## src/rtl/remote_load_resp_pkg.sv

```systemverilog
// Shared types for the remote load response path.
//
// bsg_manycore_load_info_s describes how a returned load word must be
// post-processed and where it is written back. load_resp_s bundles one
// network response (destination register, load info, raw word) so the
// response buffer stores it as a single payload.
package remote_load_resp_pkg;

    localparam int data_width_gp     = 32;
    localparam int reg_addr_width_gp = 5;

    typedef struct packed {
        logic       float_wb;
        logic       icache_fetch;
        logic       is_unsigned_op;
        logic       is_byte_op;
        logic       is_hex_op;
        logic [1:0] part_sel;
    } bsg_manycore_load_info_s;

    typedef struct packed {
        logic [reg_addr_width_gp-1:0] reg_id;
        bsg_manycore_load_info_s      info;
        logic [data_width_gp-1:0]     data;
    } load_resp_s;

endpackage

```

## src/rtl/bsg_two_fifo.sv

```systemverilog
// Two-entry ready/valid FIFO used to buffer returned load responses.
//
// Ports:
//   clk_i, reset_i   clock and synchronous active-high reset (control only)
//   ready_o          space available; does not depend on yumi_i
//   data_i, v_i      enqueue payload and request (only taken when ready_o)
//   v_o, data_o      head entry valid and payload, registered
//   yumi_i           consume the head entry (only meaningful when v_o)
module bsg_two_fifo #(
    parameter int width_p = 8
) (
    input  logic               clk_i,
    input  logic               reset_i,
    output logic               ready_o,
    input  logic [width_p-1:0] data_i,
    input  logic               v_i,
    output logic               v_o,
    output logic [width_p-1:0] data_o,
    input  logic               yumi_i
);

    logic [width_p-1:0] mem [2];
    logic               wr_ptr;
    logic               rd_ptr;
    logic               full;
    logic               empty;
    logic               enq;
    logic               deq;

    assign enq     = v_i & ~full;
    assign deq     = yumi_i & ~empty;
    assign ready_o = ~full;
    assign v_o     = ~empty;
    assign data_o  = mem[rd_ptr];

    // Storage carries no reset; empty/full decide what is visible.
    always_ff @(posedge clk_i) begin
        if (enq) begin
            mem[wr_ptr] <= data_i;
        end
    end

    always_ff @(posedge clk_i) begin
        if (reset_i) begin
            wr_ptr <= 1'b0;
            rd_ptr <= 1'b0;
            full   <= 1'b0;
            empty  <= 1'b1;
        end else begin
            if (enq) begin
                wr_ptr <= ~wr_ptr;
            end
            if (deq) begin
                rd_ptr <= ~rd_ptr;
            end
            // Occupancy only changes when exactly one side moves.
            if (enq && !deq) begin
                empty <= 1'b0;
                full  <= (~wr_ptr == rd_ptr);
            end else if (deq && !enq) begin
                full  <= 1'b0;
                empty <= (~rd_ptr == wr_ptr);
            end
        end
    end

endmodule

```

## src/rtl/remote_load_resp.sv

```systemverilog
// Return path for remote loads and icache fetches.
//
// Buffers network responses, extends byte/half loads for the integer RF,
// routes each response to the integer RF, FP RF or icache fill port, and
// counts outstanding remote requests so the core can stall on credits.
//
// Ports:
//   clk_i, reset_i                 clock, synchronous active-high reset
//   returned_v_i/data_i/reg_id_i/info_i, returned_yumi_o
//                                  network response in, consumed flag out
//   remote_req_send_i, store_ack_i request issued / store-amo credit back
//   out_credits_o, credits_full_o  outstanding count and full flag
//   int_wb_*                       integer RF write (extended data)
//   float_wb_*                     FP RF write (raw data)
//   ifill_*                        icache fill (raw data)
module remote_load_resp
    import remote_load_resp_pkg::*;
#(
    parameter int data_width_p      = 32,
    parameter int max_out_credits_p = 32,
    parameter int reg_addr_width_p  = 5,
    localparam int credit_width_lp  = $clog2(max_out_credits_p + 1)
) (
    input  logic                        clk_i,
    input  logic                        reset_i,

    input  logic                        returned_v_i,
    input  logic [data_width_p-1:0]     returned_data_i,
    input  logic [reg_addr_width_p-1:0] returned_reg_id_i,
    input  bsg_manycore_load_info_s     returned_info_i,
    output logic                        returned_yumi_o,

    input  logic                        remote_req_send_i,
    input  logic                        store_ack_i,
    output logic [credit_width_lp-1:0]  out_credits_o,
    output logic                        credits_full_o,

    output logic                        int_wb_v_o,
    output logic [reg_addr_width_p-1:0] int_wb_id_o,
    output logic [data_width_p-1:0]     int_wb_data_o,
    input  logic                        int_wb_yumi_i,

    output logic                        float_wb_v_o,
    output logic [reg_addr_width_p-1:0] float_wb_id_o,
    output logic [data_width_p-1:0]     float_wb_data_o,
    input  logic                        float_wb_yumi_i,

    output logic                        ifill_v_o,
    output logic [data_width_p-1:0]     ifill_data_o,
    input  logic                        ifill_yumi_i
);

    localparam logic [credit_width_lp-1:0]        max_credits_lp =
        credit_width_lp'(max_out_credits_p);
    localparam logic signed [credit_width_lp+1:0] max_credits_s_lp =
        (credit_width_lp + 2)'(max_out_credits_p);

    function automatic logic [31:0] extend_byte(input logic [7:0] b, input logic is_unsigned);
        return {{24{b[7] & ~is_unsigned}}, b};
    endfunction

    function automatic logic [31:0] extend_half(input logic [15:0] h, input logic is_unsigned);
        return {{16{h[15] & ~is_unsigned}}, h};
    endfunction

    // Clamp the next credit count into [0, max]; out-of-range values are
    // protocol errors caught by the assertions below.
    function automatic logic [credit_width_lp-1:0] saturate_credits(
        input logic signed [credit_width_lp+1:0] s
    );
        if (s[credit_width_lp+1]) begin
            return '0;
        end
        if (s > max_credits_s_lp) begin
            return max_credits_lp;
        end
        return s[credit_width_lp-1:0];
    endfunction

    load_resp_s enq_resp;
    load_resp_s head;
    logic       fifo_ready;
    logic       head_v;
    logic       head_yumi;
    logic [7:0] byte_sel;
    logic [15:0] half_sel;

    // Ingress: accept whenever the buffer has room; the response is only
    // visible at the head from the next cycle on.
    assign enq_resp = '{reg_id: returned_reg_id_i, info: returned_info_i, data: returned_data_i};
    assign returned_yumi_o = returned_v_i & fifo_ready & ~reset_i;

    bsg_two_fifo #(
        .width_p($bits(load_resp_s))
    ) resp_buffer (
        .clk_i   (clk_i),
        .reset_i (reset_i),
        .ready_o (fifo_ready),
        .data_i  (enq_resp),
        .v_i     (returned_yumi_o),
        .v_o     (head_v),
        .data_o  (head),
        .yumi_i  (head_yumi)
    );

    // Routing: icache fetch wins over float_wb; everything else is integer.
    always_comb begin
        ifill_v_o    = 1'b0;
        float_wb_v_o = 1'b0;
        int_wb_v_o   = 1'b0;
        if (head_v) begin
            if (head.info.icache_fetch) begin
                ifill_v_o = 1'b1;
            end else if (head.info.float_wb) begin
                float_wb_v_o = 1'b1;
            end else begin
                int_wb_v_o = 1'b1;
            end
        end
    end

    // Yumi on a port that is not selected has no effect.
    assign head_yumi = (ifill_v_o & ifill_yumi_i)
                     | (float_wb_v_o & float_wb_yumi_i)
                     | (int_wb_v_o & int_wb_yumi_i);

    // Byte/half extraction for the integer path; part_sel[0] is unused for halves.
    always_comb begin
        byte_sel      = head.data[{head.info.part_sel, 3'b000} +: 8];
        half_sel      = head.data[{head.info.part_sel[1], 4'b0000} +: 16];
        int_wb_data_o = head.data;
        if (head.info.is_byte_op) begin
            int_wb_data_o = extend_byte(byte_sel, head.info.is_unsigned_op);
        end else if (head.info.is_hex_op) begin
            int_wb_data_o = extend_half(half_sel, head.info.is_unsigned_op);
        end
    end

    assign int_wb_id_o     = head.reg_id;
    assign float_wb_id_o   = head.reg_id;
    assign float_wb_data_o = head.data;
    assign ifill_data_o    = head.data;

    // Credit counter: +1 per request sent, -1 per returned response and per
    // store ack (both in one cycle count -2).
    logic [credit_width_lp-1:0]        credits;
    logic [1:0]                        dec;
    logic signed [credit_width_lp+1:0] credit_sum;

    assign dec = {1'b0, returned_yumi_o} + {1'b0, store_ack_i};
    assign credit_sum = $signed({2'b00, credits})
                      + $signed({{(credit_width_lp + 1){1'b0}}, remote_req_send_i})
                      - $signed({{credit_width_lp{1'b0}}, dec});

    always_ff @(posedge clk_i) begin
        if (reset_i) begin
            credits <= '0;
        end else begin
            credits <= saturate_credits(credit_sum);
        end
    end

    always_ff @(posedge clk_i) begin
        if (!reset_i) begin
            assert (!(credit_sum > max_credits_s_lp))
                else $error("remote_load_resp: credit increment while full");
            assert (!credit_sum[credit_width_lp+1])
                else $error("remote_load_resp: credit decrement below zero");
        end
    end

    assign out_credits_o  = credits;
    assign credits_full_o = (credits == max_credits_lp);

endmodule

```

## config.mk

```make
export PLATFORM = sky130hd
export DESIGN_NAME = remote_load_resp
export DESIGN_NICKNAME = d
export VERILOG_FILES = /design/src/rtl/remote_load_resp_pkg.sv /design/src/rtl/bsg_two_fifo.sv /design/src/rtl/remote_load_resp.sv
export SDC_FILE = /design/constraint.sdc
export NUM_CORES = 1
export LEC_CHECK = 0
export ABC_AREA = 1
export BUFFER_PORTS_ARGS = -buffer_cell sky130_fd_sc_hd__buf_2
export CORE_ASPECT_RATIO = 0.6
export CORE_MARGIN = 3
export CORE_UTILIZATION = 47
export CTS_CLUSTER_DIAMETER = 200
export DETAILED_ROUTE_END_ITERATION = 16
export GPL_TIMING_DRIVEN = 0
export PLACE_DENSITY = 0.86
export SLEW_MARGIN = 40
export SYNTH_ARGS = -nofsm -noshare
export SYNTH_HDL_FRONTEND = slang
export SYNTH_SLANG_ARGS = --single-unit
```

## constraint.sdc

```tcl
create_clock -name clk_i -period 2.8 [get_ports clk_i]
set_input_delay 0 -clock clk_i [delete_from_list [all_inputs] [get_ports clk_i]]
set_output_delay 0 -clock clk_i [all_outputs]
set_load 0.01 [all_outputs]
```

==> impl_results.md <==
* Status: completed
* Synth top area cells: edfxtp_1, nand2_1, buf_4
* Synth cell count leaders: nand2_1, edfxtp_1, inv_1
* Routability cong. at slightly below 0.9
* Kind of start point of the critical path: register
* CORE AREA at roughly 0.011 sq mm
* Final layout net count at around 890
* Yosys reg bits at about 100
* Most frequent cell after synthesis: nand2_1
* Routed Antenna Nets at 0
* Pwr dens at approximately 730 mW/mm^2
* Clock slew seen by the registers of the worst setup and hold paths at approximately 0.07 ns
* Worst skew pair latency at ~0.34 ns
* Relative slew slack at 57.32%
* IO Port Bufs at 168
* Worst Hold Launch: reset_i
* Max-slew violation count at 0
* Drt first pass iters at 5
* Die height at slightly below 90 microns
* CTS H-tree lvls at 3
* IO Pins at 169
* Final TNS setup at 0 ns
* CP endpoint kind: register
* Starting Density at about half
* Sink Count at 99
* Mapped cell area at 0.005378 sq mm
* Final non-filler cell total at 963
* Primary FF master, synth: edfxtp_1
* Period utilisation layout at between 90% and 100%
* Area Overhead vs Synth at 35.34%
* VDD IR-drop max at 0.0004672 V
* Vias per cell at a little under 5
* Total GRT Usage at 22.74%
* Share of the synthesized area in the top cell type at 49.14%
* Root buffer cell: clkbuf_16
* Sequential-to-total area share from yosys stat at between 50% and 60%
* Largest net degree at the start of global routing at 20
* Placed cell count at around 900
* Ys Warns at 0
* Maxcap violations at 0
* DR vias at ~4700
* Final worst path period need at between 2 and 3 ns
* Total design power at 5.323 mW
* CP Class: register to register
* Max Clk Rate at ~370 MHz
* Count of different cell masters after synthesis at 31
* First-pass GRT wire length at 22.07 mm
* Min-delay worst type: input port to register
* Bufs on Longest Clock Path at 2
* # diodes at 0
* WL/cell at roughly 15 microns
* Tightest Pin Transition at between 0.6 and 0.7 ns
* Static leakage at 3.561 nW
* Die footprint at roughly 0.013 sq mm
* CP Launch Point: resp_buffer.full
* CTS buffer count at 9
* FP Rows at 29
* Post-synth EDFFs at just under 90
* Initial antenna violation count at 0
* Reg-to-reg critical path startpoint: resp_buffer.full
* Crit Path Max Fanout at 5
* Layout cells sized above 1 at a little over a third
* Skew final at 0.008495 ns
* Residual DRC at 0
* Aggregate routed wire length at between 10 and 15 mm
* CTS tree: built
* Fin. Hold Viols at 0
* Worst path arrival time at roughly 3.0 ns
* Iter 0 DRT Violations at 391
* Synth async-reset ratio at 0%
* Die W at roughly 140 microns
* GRT overflow at 0
* Syn avg cell area at 9.115 sq um
* Final HPWL DP at around 11 mm
* Vias in the first global route at approximately 4200
* Cells after Synth at a little under 600
* Synth area leader: edfxtp_1
* Final Setup Violations at 0
* Post-Syn Nets at 656
* Data required time of the worst path at 3.07 ns
## layout make-up
class	instances	area (sq um)
fill	894	3571
clock inverter	5	38.79
tap	139	173.9
sequential	99	2864
buffer	58	417.9
clock buffer	10	229.0
multi-input combinational	358	1872
inverter	75	281.5
timing repair buffer	219	1401
## report_power, final
group / leakage (nW) / switching [mW] / total (mW) / internal [mW]
logic: 2.54 / 1.46 / 2.40 / 0.942
clock network: 0.129 / 0.524 / 1.13 / 0.602
registers: 0.897 / 0.0646 / 1.79 / 1.73
total: 3.56 / 2.05 / 5.32 / 3.27
## routing by layer
layer,part of all wire (%),vias up,track usage (%)
li1,-,2322,-
met1,45,2175,33.09
met2,45,221,35.36
met3,9.1,21,4.212
met4,1.3,0,5.983
met5,0,-,0
## sequential cells by signal, indices dropped and copies added (netlist names), named ones only
signal	count
resp_buffer.empty	1
resp_buffer.rd_ptr	1
out_credits_o	6
resp_buffer.mem	88
resp_buffer.full	1
resp_buffer.wr_ptr	1
## critical path: stages (launching register included)
cell and delay [ns]:
dfxtp_2 0.35, nor3_4 0.14, inv_2 0.08, fa_1 0.42, inv_1 0.07, ha_1 0.23
inv_2 0.07, ha_4 0.14, fa_1 0.40, inv_1 0.08, nand3_1 0.09, nor2_1 0.10
nand3_1 0.10, nand2_2 0.09, nand3_4 0.11, nor2_2 0.11
## layout by cell type (no fill, tap or decap), types with 7 or more instances in the layout
cell type      instances
dfxtp_1               10
o21ai_0               28
ha_1                  11
inv_1                 69
or2_2                  7
nand2_1              197
edfxtp_1              88
clkbuf_16              9
buf_2                178
buf_4                 45
a21oi_1               15
dlygate4sd3_1         44
nand2_2               26
o211ai_1              14
nor2_1                15
nand3_1               12
## path summary, 6_finish.rpt
kind	slack, ns	cells past startpoint	end
worst max-delay path	0.13	15	out_credits_o[4]
worst min-delay path	0.02	3	resp_buffer.empty
worst max register to register	0.13	15	out_credits_o[4]
worst min register to register	0.57	3	resp_buffer.rd_ptr
## what timing repair did
item	CTS	global route
pin swaps	1	2
setup endpoints to repair	6	5
gates resized for setup	6	5
buffers inserted	1	2
endpoints found under the hold margin	88	0
hold buffers	44	0
gates cloned	0	0
## cell families (layout without fill, tap and decap cells)
family,after synthesis,in the layout,synth area share [%]
flip-flops,99,99,53.23
buffers and inverters,133,367,13.01
AO/OA/AOI/OAI,69,69,7.911
adder cells (fa/ha/maj),14,14,3.536
XOR/XNOR,2,2,0.3258
multiplexers,1,1,0.2559
AND/OR/NAND/NOR,272,272,21.73
## per-stage QoR
step | cell area (sq um) | hold WS, ns | worst slack (ns) | utilization, %
after floorplan | 5383 | 0.05069 | 0.1614 | -
after CTS | 7247 | 0.003493 | 0.01047 | 66.80
after detailed placement | 6505 | 0.1916 | -0.4327 | 59.96
after global placement | 6397 | 0.1888 | -0.3762 | 58.97
after global routing | 7278 | 0.03149 | -0.00004441 | 67.09
final | 7278 | 0.01553 | 0.1269 | 67.09
Power figures use the tool's default switching activity.
